`src/rtl/instruction_fetch_unit_if.sv`:
```
// Fetch-unit bus: instruction-memory read port, redirect input from execute,
// and the valid/ready instruction stream towards decode.
interface instruction_fetch_unit_if;
    logic        im_rd_en;
    logic [31:0] im_addr;
    logic [31:0] im_rdata;
    logic        redirect_valid;
    logic [31:0] redirect_pc;
    logic        if_valid;
    logic        if_ready;
    logic [31:0] if_pc;
    logic [31:0] if_instr;
    logic        fetch_misalign;

    modport master (
        output im_rd_en, im_addr, if_valid, if_pc, if_instr, fetch_misalign,
        input  im_rdata, redirect_valid, redirect_pc, if_ready
    );

    modport slave (
        input  im_rd_en, im_addr, if_valid, if_pc, if_instr, fetch_misalign,
        output im_rdata, redirect_valid, redirect_pc, if_ready
    );
endinterface

```
`src/rtl/instruction_fetch_unit.sv`:
```
// Instruction fetch: owns the PC, issues one read per cycle to a synchronous
// instruction memory, parks stalled words in a one-entry hold register.
// Optional IF_MISALIGN_CHECK_EN halts fetch on a misaligned redirect.
module instruction_fetch_unit #(
    parameter logic [31:0] RESET_PC  = 32'h0000_0000,
    parameter logic [31:0] NOP_INSTR = 32'h0000_0013
) (
    input  logic clk,
    input  logic rst_n,
    instruction_fetch_unit_if.master bus
);

`ifdef IF_MISALIGN_CHECK_EN
    typedef enum logic [1:0] {BOOT = 2'd0, RUN = 2'd1, HOLD = 2'd2, HALT = 2'd3} state_t;
`else
    typedef enum logic [1:0] {BOOT = 2'd0, RUN = 2'd1, HOLD = 2'd2} state_t;
`endif

    state_t      state;
    logic [31:0] pc_q;
    logic [31:0] hold_instr;
    logic [31:0] pc_next4;
    logic [31:0] redirect_target;
    logic        redirect_take;
    logic        redirect_bad;
    logic        presenting;

    always_comb begin
        pc_next4   = pc_q + 32'd4;
        presenting = (state == RUN) || (state == HOLD);
`ifdef IF_MISALIGN_CHECK_EN
        redirect_target = bus.redirect_pc;
        redirect_bad    = rst_n && bus.redirect_valid && (bus.redirect_pc[1:0] != 2'b00);
        redirect_take   = rst_n && bus.redirect_valid && (bus.redirect_pc[1:0] == 2'b00);
`else
        redirect_target = bus.redirect_pc & ~32'h0000_0003;
        redirect_bad    = 1'b0;
        redirect_take   = rst_n && bus.redirect_valid;
`endif
    end

    // A redirect (taken or rejected) suppresses the handshake for its cycle.
    always_comb begin
        bus.if_valid       = rst_n && presenting && !bus.redirect_valid;
        bus.if_pc          = pc_q;
        bus.fetch_misalign = redirect_bad;
        bus.im_addr        = (state == BOOT) ? RESET_PC : pc_next4;
        bus.im_rd_en       = 1'b0;
        if (redirect_take) begin
            bus.im_rd_en = 1'b1;
            bus.im_addr  = redirect_target;
        end else if (rst_n && !bus.redirect_valid) begin
            case (state)
                BOOT:      bus.im_rd_en = 1'b1;
                RUN, HOLD: bus.im_rd_en = bus.if_ready;
                default:   bus.im_rd_en = 1'b0;
            endcase
        end
        if (!bus.if_valid)
            bus.if_instr = NOP_INSTR;
        else if (state == HOLD)
            bus.if_instr = hold_instr;
        else
            bus.if_instr = bus.im_rdata;
    end

    always_ff @(posedge clk or negedge rst_n) begin
        if (!rst_n) begin
            state <= BOOT;
            pc_q  <= 32'h0000_0000;
        end else if (redirect_take) begin
            state <= RUN;
            pc_q  <= redirect_target;
`ifdef IF_MISALIGN_CHECK_EN
        end else if (redirect_bad) begin
            state <= HALT;
`endif
        end else begin
            case (state)
                BOOT: begin
                    state <= RUN;
                    pc_q  <= RESET_PC;
                end
                RUN: begin
                    if (bus.if_ready)
                        pc_q <= pc_next4;
                    else
                        state <= HOLD;
                end
                HOLD: begin
                    if (bus.if_ready) begin
                        state <= RUN;
                        pc_q  <= pc_next4;
                    end
                end
                default: state <= state;
            endcase
        end
    end

    // Memory output is only guaranteed until the next read, so capture it on stall.
    always_ff @(posedge clk) begin
        if (state == RUN && !bus.if_ready && !bus.redirect_valid)
            hold_instr <= bus.im_rdata;
    end

endmodule

```
`src/flat_wrapper.sv`:
```
// flat-port wrapper written by rule: the top's interface ports become plain ports
module instruction_fetch_unit_flat 
#(
    parameter logic [31:0] RESET_PC  = 32'h0000_0000,
    parameter logic [31:0] NOP_INSTR = 32'h0000_0013
)
  (clk, rst_n, bus_im_rd_en, bus_im_addr, bus_if_valid, bus_if_pc, bus_if_instr, bus_fetch_misalign, bus_im_rdata, bus_redirect_valid, bus_redirect_pc, bus_if_ready);
  instruction_fetch_unit_if bus_i ();
  input  logic clk;
  input  logic rst_n;
  output wire logic [$bits(bus_i.im_rd_en)-1:0] bus_im_rd_en;
  output wire logic [$bits(bus_i.im_addr)-1:0] bus_im_addr;
  output wire logic [$bits(bus_i.if_valid)-1:0] bus_if_valid;
  output wire logic [$bits(bus_i.if_pc)-1:0] bus_if_pc;
  output wire logic [$bits(bus_i.if_instr)-1:0] bus_if_instr;
  output wire logic [$bits(bus_i.fetch_misalign)-1:0] bus_fetch_misalign;
  input wire logic [$bits(bus_i.im_rdata)-1:0] bus_im_rdata;
  input wire logic [$bits(bus_i.redirect_valid)-1:0] bus_redirect_valid;
  input wire logic [$bits(bus_i.redirect_pc)-1:0] bus_redirect_pc;
  input wire logic [$bits(bus_i.if_ready)-1:0] bus_if_ready;
  assign bus_im_rd_en = bus_i.im_rd_en;
  assign bus_im_addr = bus_i.im_addr;
  assign bus_if_valid = bus_i.if_valid;
  assign bus_if_pc = bus_i.if_pc;
  assign bus_if_instr = bus_i.if_instr;
  assign bus_fetch_misalign = bus_i.fetch_misalign;
  assign bus_i.im_rdata = bus_im_rdata;
  assign bus_i.redirect_valid = bus_redirect_valid;
  assign bus_i.redirect_pc = bus_redirect_pc;
  assign bus_i.if_ready = bus_if_ready;
  instruction_fetch_unit #(.RESET_PC(RESET_PC), .NOP_INSTR(NOP_INSTR)) u_core (.clk(clk), .rst_n(rst_n), .bus(bus_i));
endmodule
```
`config.mk`:
```
export PLATFORM = sky130hd
export DESIGN_NAME = instruction_fetch_unit_flat
export DESIGN_NICKNAME = d
export VERILOG_FILES = /design/src/rtl/instruction_fetch_unit_if.sv /design/src/rtl/instruction_fetch_unit.sv /design/src/flat_wrapper.sv
export SDC_FILE = /design/constraint.sdc
export NUM_CORES = 1
export LEC_CHECK = 0
export ABC_AREA = 1
export ABC_CLOCK_PERIOD_IN_PS = 4700
export CAP_MARGIN = 10
export CORE_MARGIN = 8
export CORE_UTILIZATION = 45
export DETAILED_ROUTE_END_ITERATION = 8
export MAX_ROUTING_LAYER = met4
export PLACE_DENSITY = 0.94
export SLEW_MARGIN = 20
export SYNTH_ARGS = -nofsm -noshare
export SYNTH_HDL_FRONTEND = slang
export SYNTH_SLANG_ARGS = --single-unit
```
`constraint.sdc`:
```
create_clock -name clk -period 4.7 [get_ports clk]
set_input_delay 0.94 -clock clk [delete_from_list [all_inputs] [get_ports clk]]
set_output_delay 0.94 -clock clk [all_outputs]
set_load 0.01 [all_outputs]
```
==> flow_metrics.env, run 1 <==
export IMPL_status="complete, no violations"
export IMPL_numPortBuffers=159
export IMPL_min_period_ns=3.86
export IMPL_fin_nets=870
export IMPL_syn_cell_area_um2=4380
export IMPL_cts_buffers=9
export IMPL_path_class="reg2out"
export IMPL_fp_row_count=36
export IMPL_dp_hpwl_um=9820
export IMPL_vias=4508
export IMPL_endpoint="bus_if_instr[21]"
export IMPL_synth_cells=647
export IMPL_dp_slack_ns=0.841
export IMPL_via_per_inst=4.82
export IMPL_synth_distinct_cells=36
export IMPL_clock_sinks=64
export IMPL_area_growth_pct=43.3
export IMPL_antenna_found_initial=0
export IMPL_ir_drop_mv=0.336
export IMPL_io_pins=167
export IMPL_setup_slack_ns=0.840
export IMPL_cts_root_buf="clkbuf_8"
export IMPL_grt_pass1_vias=4298
export IMPL_ctsResizeCount=0
export IMPL_r2r_start="u_core.state[1]"
export IMPL_clock_path_buffers=2
export IMPL_hold_buffers=0
export IMPL_ant_nets=0
export IMPL_p_leak_uw=0.00293
export IMPL_coreArea_um2=9590
export IMPL_crit_fanout=35
export IMPL_crit_path_end_kind="output pin"
export IMPL_setup_viol=0
export IMPL_cts_tree="built"
export IMPL_synth_area_per_cell_um2=6.77
export IMPL_ctsHtreeMaxLevel=3
export IMPL_grt_pass1_wl_um=21400
export IMPL_hp_class="reg2reg"
export IMPL_required_ns=3.76
export IMPL_seq_area_um2=1760
export IMPL_cellPowerDensity_nw_per_um2=552
export IMPL_rsz0062_at_grt="false"
export IMPL_reg2reg_slack_ns=2.33
export IMPL_grt_max_degree=53
export IMPL_drtPass1Iterations=5
export IMPL_r2r_end="u_core.bus.if_pc[5]"
export IMPL_die_height_um=115
export IMPL_r2r_cells=9
export IMPL_post_route_drc_count=0
export IMPL_finalHoldViolCount=0
export IMPL_tightestPinTransition_ns=1.00
export IMPL_min_period_over_period=0.821
export IMPL_clock_latency_ns=0.33
export IMPL_drive_above_1_share=0.0599
export IMPL_gp_congestion=0.991
export IMPL_wl_per_cell_um=14.3
export IMPL_cts_setup_buffers=0
export IMPL_synth_warnings=0
export IMPL_die_x_um=115
export IMPL_fp_dieArea_um2=13100
export IMPL_crit_arrival_ns=2.92
export IMPL_drv_slew=0
export IMPL_max_cap_violations=0
export IMPL_cp_startpoint="u_core.state[0]"
export IMPL_max_slew_margin=0.330
export IMPL_cts_clk_slew_worst_paths_ns=0.07
export IMPL_fin_worst_skew_ns=0.0128
export IMPL_fill_cells=843
export IMPL_track_usage=0.208
export IMPL_drt_iter0_drc=444
export IMPL_cp_start_kind="flop"
export IMPL_gr_total_overflow=0
export IMPL_wl_um=13400
export IMPL_yosysSeqAreaShare=0.402
export IMPL_floorplan_initialDensity=0.457
export IMPL_antenna_cells=0
export IMPL_fin_tns_setup_ns=0
export IMPL_fmax_ghz=0.259
export IMPL_multiInputGateArea_um2=2260
export IMPL_synth_seq_cells=64
## area by class of cell
cell class / instances / share of cell area
Clock buffer: 9 / 0.0197
Clock inverter: 7 / 0.0154
Inverter: 59 / 0.0357
Multi-Input combinational cell: 497 / 0.360
Sequential cell: 64 / 0.281
Tap cell: 133 / 0.0265
Timing Repair Buffer: 166 / 0.262
## routing by layer
metal  global-route usage  routed length (um)  vias to the layer above
li1                     -                   -                     2306
met1                0.248                5530                     2048
met2                0.350                6840                      133
met3               0.0253                 655                       21
met4               0.0834                 327                        0
met5                    -                   0                        -
## flip-flops by register name, indices dropped and copies added (netlist names)
register           count
u_core.hold_instr     32
u_core.bus.if_pc      30
u_core.state           2
## kinds of logic (layout without fill, tap and decap cells)
group | count (synthesis) | count (layout) | share of synthesized area
flip-flops | 64 | 64 | 0.402
adder cells (fa/ha/maj) | 5 | 5 | 0.0143
AO/OA/AOI/OAI | 65 | 65 | 0.0828
AND/OR/NAND/NOR | 408 | 408 | 0.382
XOR/XNOR | 14 | 14 | 0.0297
buffers and inverters | 90 | 241 | 0.0877
other | 1 | 5 | 0.000856
## per-stage QoR
step / power (uW) / std cells / hold WS (ns) / util / instance area, um^2
after floorplan: 2060 / 651 / 0.515 / - / 4400
after global placement: 2910 / 919 / 0.542 / 0.631 / 6060
after detailed placement: 2950 / 919 / 0.562 / 0.631 / 6060
after CTS: 3490 / 935 / 0.584 / 0.654 / 6280
after global routing: 3720 / 935 / 0.609 / 0.654 / 6280
final: 3470 / 935 / 0.580 / 0.654 / 6280
## how the worst min path moves through the flow
stage,startpoint,to,slack (ns),depth (start not counted)
2_1_floorplan,u_core.state[1],u_core.state[1],0.51,1
3_3_place_gp,u_core.state[1],u_core.state[1],0.54,1
3_5_place_dp,u_core.bus.if_pc[3],u_core.bus.if_pc[3],0.56,2
4_1_cts,u_core.bus.if_pc[3],u_core.bus.if_pc[3],0.58,2
5_1_grt,u_core.state[1],u_core.state[1],0.61,1
6_report,u_core.bus.if_pc[3],u_core.bus.if_pc[3],0.58,2
## layout by cell type (no fill, tap or decap), types with 2 or more instances in the layout
cell type          n
a31oi_1            6
nand3_1           23
nor2_4             8
a21oi_1           43
o21a_1             3
inv_1             56
ha_1               5
dfrtp_1           32
edfxtp_1          32
nand2_1          300
xor2_1             9
o21ai_0            6
o22ai_1            2
clkdlybuf4s50_1  159
clkbuf_8           9
nor2_2             5
conb_1             5
clkinvlp_4         2
bufinv_16          2
nand2_2            5
and2_1             3
clkinv_4           2
inv_2              2
buf_4              7
nor2_1            56
nand3b_1           4
xnor2_1            4
## Yosys cell counts
library cell  count  share of area
a21oi_1          43          0.049
a22o_1            1         0.0020
a22oi_1           1         0.0017
a31oi_1           6         0.0086
and2_1            3         0.0043
buf_1             1        0.00086
buf_2             8         0.0091
buf_4             7          0.012
buf_6             1         0.0026
clkbuf_1         14          0.012
conb_1            1        0.00086
dfrtp_1          32           0.18
edfxtp_1         32           0.22
ha_1              5          0.014
inv_1            56          0.048
inv_2             2         0.0017
inv_4             1         0.0014
nand2_1         300           0.26
nand2_2           5         0.0071
nand2_4           1         0.0026
nand3_1          23          0.026
nand3b_1          4         0.0069
nor2_1           58          0.050
nor2_2            3         0.0043
nor2_4            8          0.021
nor3_1            2         0.0023
o21a_1            3         0.0051
o21ai_0           6         0.0069
o21ai_1           1         0.0011
o21ai_4           1         0.0037
o22ai_1           2         0.0029
o31ai_1           1         0.0017
or2_2             1         0.0014
xnor2_1           4         0.0080
xor2_1            9          0.018
xor2_2            1         0.0037
## worst max-delay path, cell delays in order, from the launching register on
cell,delay (ns)
dfrtp_1,0.38
inv_1,0.08
ha_1,0.19
buf_4,0.24
inv_1,0.77
nand2_1,0.15
nand2_1,0.11
nand2_1,0.05
inv_1,0.07
clkdlybuf4s50_1,0.53
## where the power goes
group / leakage (uW) / internal [uW] / switching, uW
Sequential: 0.000680 / 772 / 219
Clock: 0.000103 / 299 / 232
Combinational: 0.00215 / 901 / 1040
Total: 0.00293 / 1970 / 1490
Note: power is estimated with default switching activity, not from simulation.
==> run 2: changes to the inputs <==
- ABC_CLOCK_PERIOD_IN_PS: 4700 -> 3800
- clock period: 4.7 -> 3.8 ns (I/O delays scaled with it)
==> run 2 against run 1 <==
Against the previous run:
- combinational power is 25% higher
- die area unchanged
- global-route usage is 0.26 points lower
- critical path type is now in2out
- largest cell class unchanged
==> flow_metrics.env, run 2 (synthesis results as in run 1) <==
export IMPL_ant_nets=0
export IMPL_critical_path_top_delay_family="buffers and inverters"
export IMPL_final_cell_area_um2=6290
export IMPL_drt_iter0_drc=320
export IMPL_fp_dieArea_um2=13100
export IMPL_cts_setup_buffers=0
export IMPL_area_growth_pct=43.6
export IMPL_setup_viol=0
export IMPL_clock_latency_ns=0.34
export IMPL_clock_sinks=64
export IMPL_cp_start_kind="input port"
export IMPL_gr_total_overflow=0
export IMPL_fill_cells=820
export IMPL_layout_common_cells="nand2_1 (300), clkdlybuf4s50_1 (159), inv_1 (56), nor2_1 (56), a21oi_1 (43)"
export IMPL_crit_fanout=22
export IMPL_wl_per_cell_um=13.9
export IMPL_hold_buffers=0
export IMPL_antenna_cells=0
export IMPL_wl_um=13100
export IMPL_post_route_drc_count=0
export IMPL_via_per_inst=4.87
export IMPL_die_height_um=115
export IMPL_fin_nets=873
export IMPL_floorplan_initialDensity=0.457
export IMPL_status="complete, no violations"
export IMPL_cellPowerDensity_nw_per_um2=669
export IMPL_utilization=0.656
export IMPL_crit_arrival_ns=2.63
export IMPL_cts_buffers=9
export IMPL_placed_area_um2=6100
export IMPL_dp_hpwl_um=9720
export IMPL_finalHoldViolCount=0
export IMPL_hp_class="reg2reg"
export IMPL_cts_tree="built"
export IMPL_die_x_um=115
export IMPL_numPortBuffers=159
export IMPL_vias=4568
export IMPL_fp_row_count=36
export IMPL_fin_tns_setup_ns=0
export IMPL_gp_congestion=1.01
export IMPL_final_common_cell="nand2_1"
export IMPL_cpPeakStageDelay_ns=0.53
export IMPL_cts_root_buf="clkbuf_8"
export IMPL_ctsHtreeMaxLevel=3
export IMPL_io_pins=167
export IMPL_largest_reg_flops=32
export IMPL_crit_chain="clkdlybuf4s50_1, nand2_2, inv_2, nor2_2, buf_4, nand3_1, nand2_1, clkdlybuf4s50_1"
export IMPL_required_ns=3.04
export IMPL_min_period_ns=3.39
export IMPL_grt_max_degree=53
export IMPL_cts_clk_slew_worst_paths_ns=0.06
export IMPL_slowest_stage="clkdlybuf4s50_1"
export IMPL_worst_hold_slack_ns=0.562
export IMPL_fin_worst_skew_ns=0.0112
export IMPL_fmax_ghz=0.295
export IMPL_ir_drop_mv=0.550
export IMPL_coreArea_um2=9590
export IMPL_crit_path_end_kind="output pin"
export IMPL_rsz0062_at_grt="false"
export IMPL_drive_above_1_share=0.0621
export IMPL_antenna_found_initial=0
export IMPL_drtPass1Iterations=5
export IMPL_track_usage=0.206
export IMPL_finalPower_uw=4210
export IMPL_worst_path_buf_inv=4
export IMPL_ctsResizeCount=0
export IMPL_regMostFlops="u_core.hold_instr"
export IMPL_clock_path_buffers=2
export IMPL_grt_pass1_wl_um=21000
export IMPL_grt_pass1_vias=4273
export IMPL_drv_slew=0
export IMPL_p_leak_uw=0.00294
export IMPL_cpMostUsedCell="clkdlybuf4s50_1"
export IMPL_min_period_over_period=0.892
export IMPL_max_cap_violations=0
export IMPL_path_class="in2out"
-- run 2: cell types whose count changed in the layout (fill, tap and decap cells not counted), sizes merged --
cell and change:
buf +3, bufinv -2, clkinv -3, clkbuf +5
-- run 2: layer usage --
metal / wire length, um / GRT usage / up-vias
met4: 340 / 0.0816 / 0
met2: 6520 / 0.338 / 131
met5: 0 / - / -
met3: 645 / 0.0274 / 24
li1: - / - / 2314
met1: 5550 / 0.251 / 2099
-- run 2: power by group --
part	switching, uW	total, uW	leakage (uW)	internal (uW)
clock network	265	556	0.0000889	291
registers	265	1220	0.000680	955
logic	1300	2430	0.00217	1140
-- run 2: worst reg2reg max path, delay by kind of cell, from the launching register on --
| family | cells | cell delay, ns |
|---|---|---|
| AO/OA/AOI/OAI | 2 | 0.42 |
| adder cells (fa/ha/maj) | 1 | 0.30 |
| buffers and inverters | 4 | 0.48 |
| flip-flops | 1 | 0.38 |
| AND/OR/NAND/NOR | 2 | 0.31 |
-- run 2: area by class of cell --
type / instances / area, um^2 / share of cell area
Sequential cell: 64 / 1760 / 0.280
Inverter: 59 / 224 / 0.0356
Clock inverter: 2 / 15.0 / 0.00239
Tap cell: 133 / 166 / 0.0265
Multi-Input combinational cell: 497 / 2260 / 0.359
Clock buffer: 14 / 173 / 0.0274
Timing Repair Buffer: 169 / 1690 / 0.269
-- run 2: final timing paths --
check / from / endpoint / slack (ns) / depth (start not counted)
max reg2reg: u_core.state[0] / u_core.bus.if_pc[7] / 1.78 / 9
min reg2reg: u_core.state[1] / u_core.state[1] / 0.56 / 1
min in group asynchronous: rst_n / u_core.bus.if_pc[28] / 0.97 / 2
max: rst_n / bus_im_addr[23] / 0.41 / 8
min: u_core.state[1] / u_core.state[1] / 0.56 / 1
max in group asynchronous: rst_n / u_core.bus.if_pc[23] / 2.50 / 2
-- run 2: metrics by stage --
step	setup slack, ns	std cells
3_3_place_gp	0.430	922
5_1_grt	0.321	938
3_5_place_dp	0.400	922
6_report	0.409	938
2_1_floorplan	0.299	651
4_1_cts	0.394	938
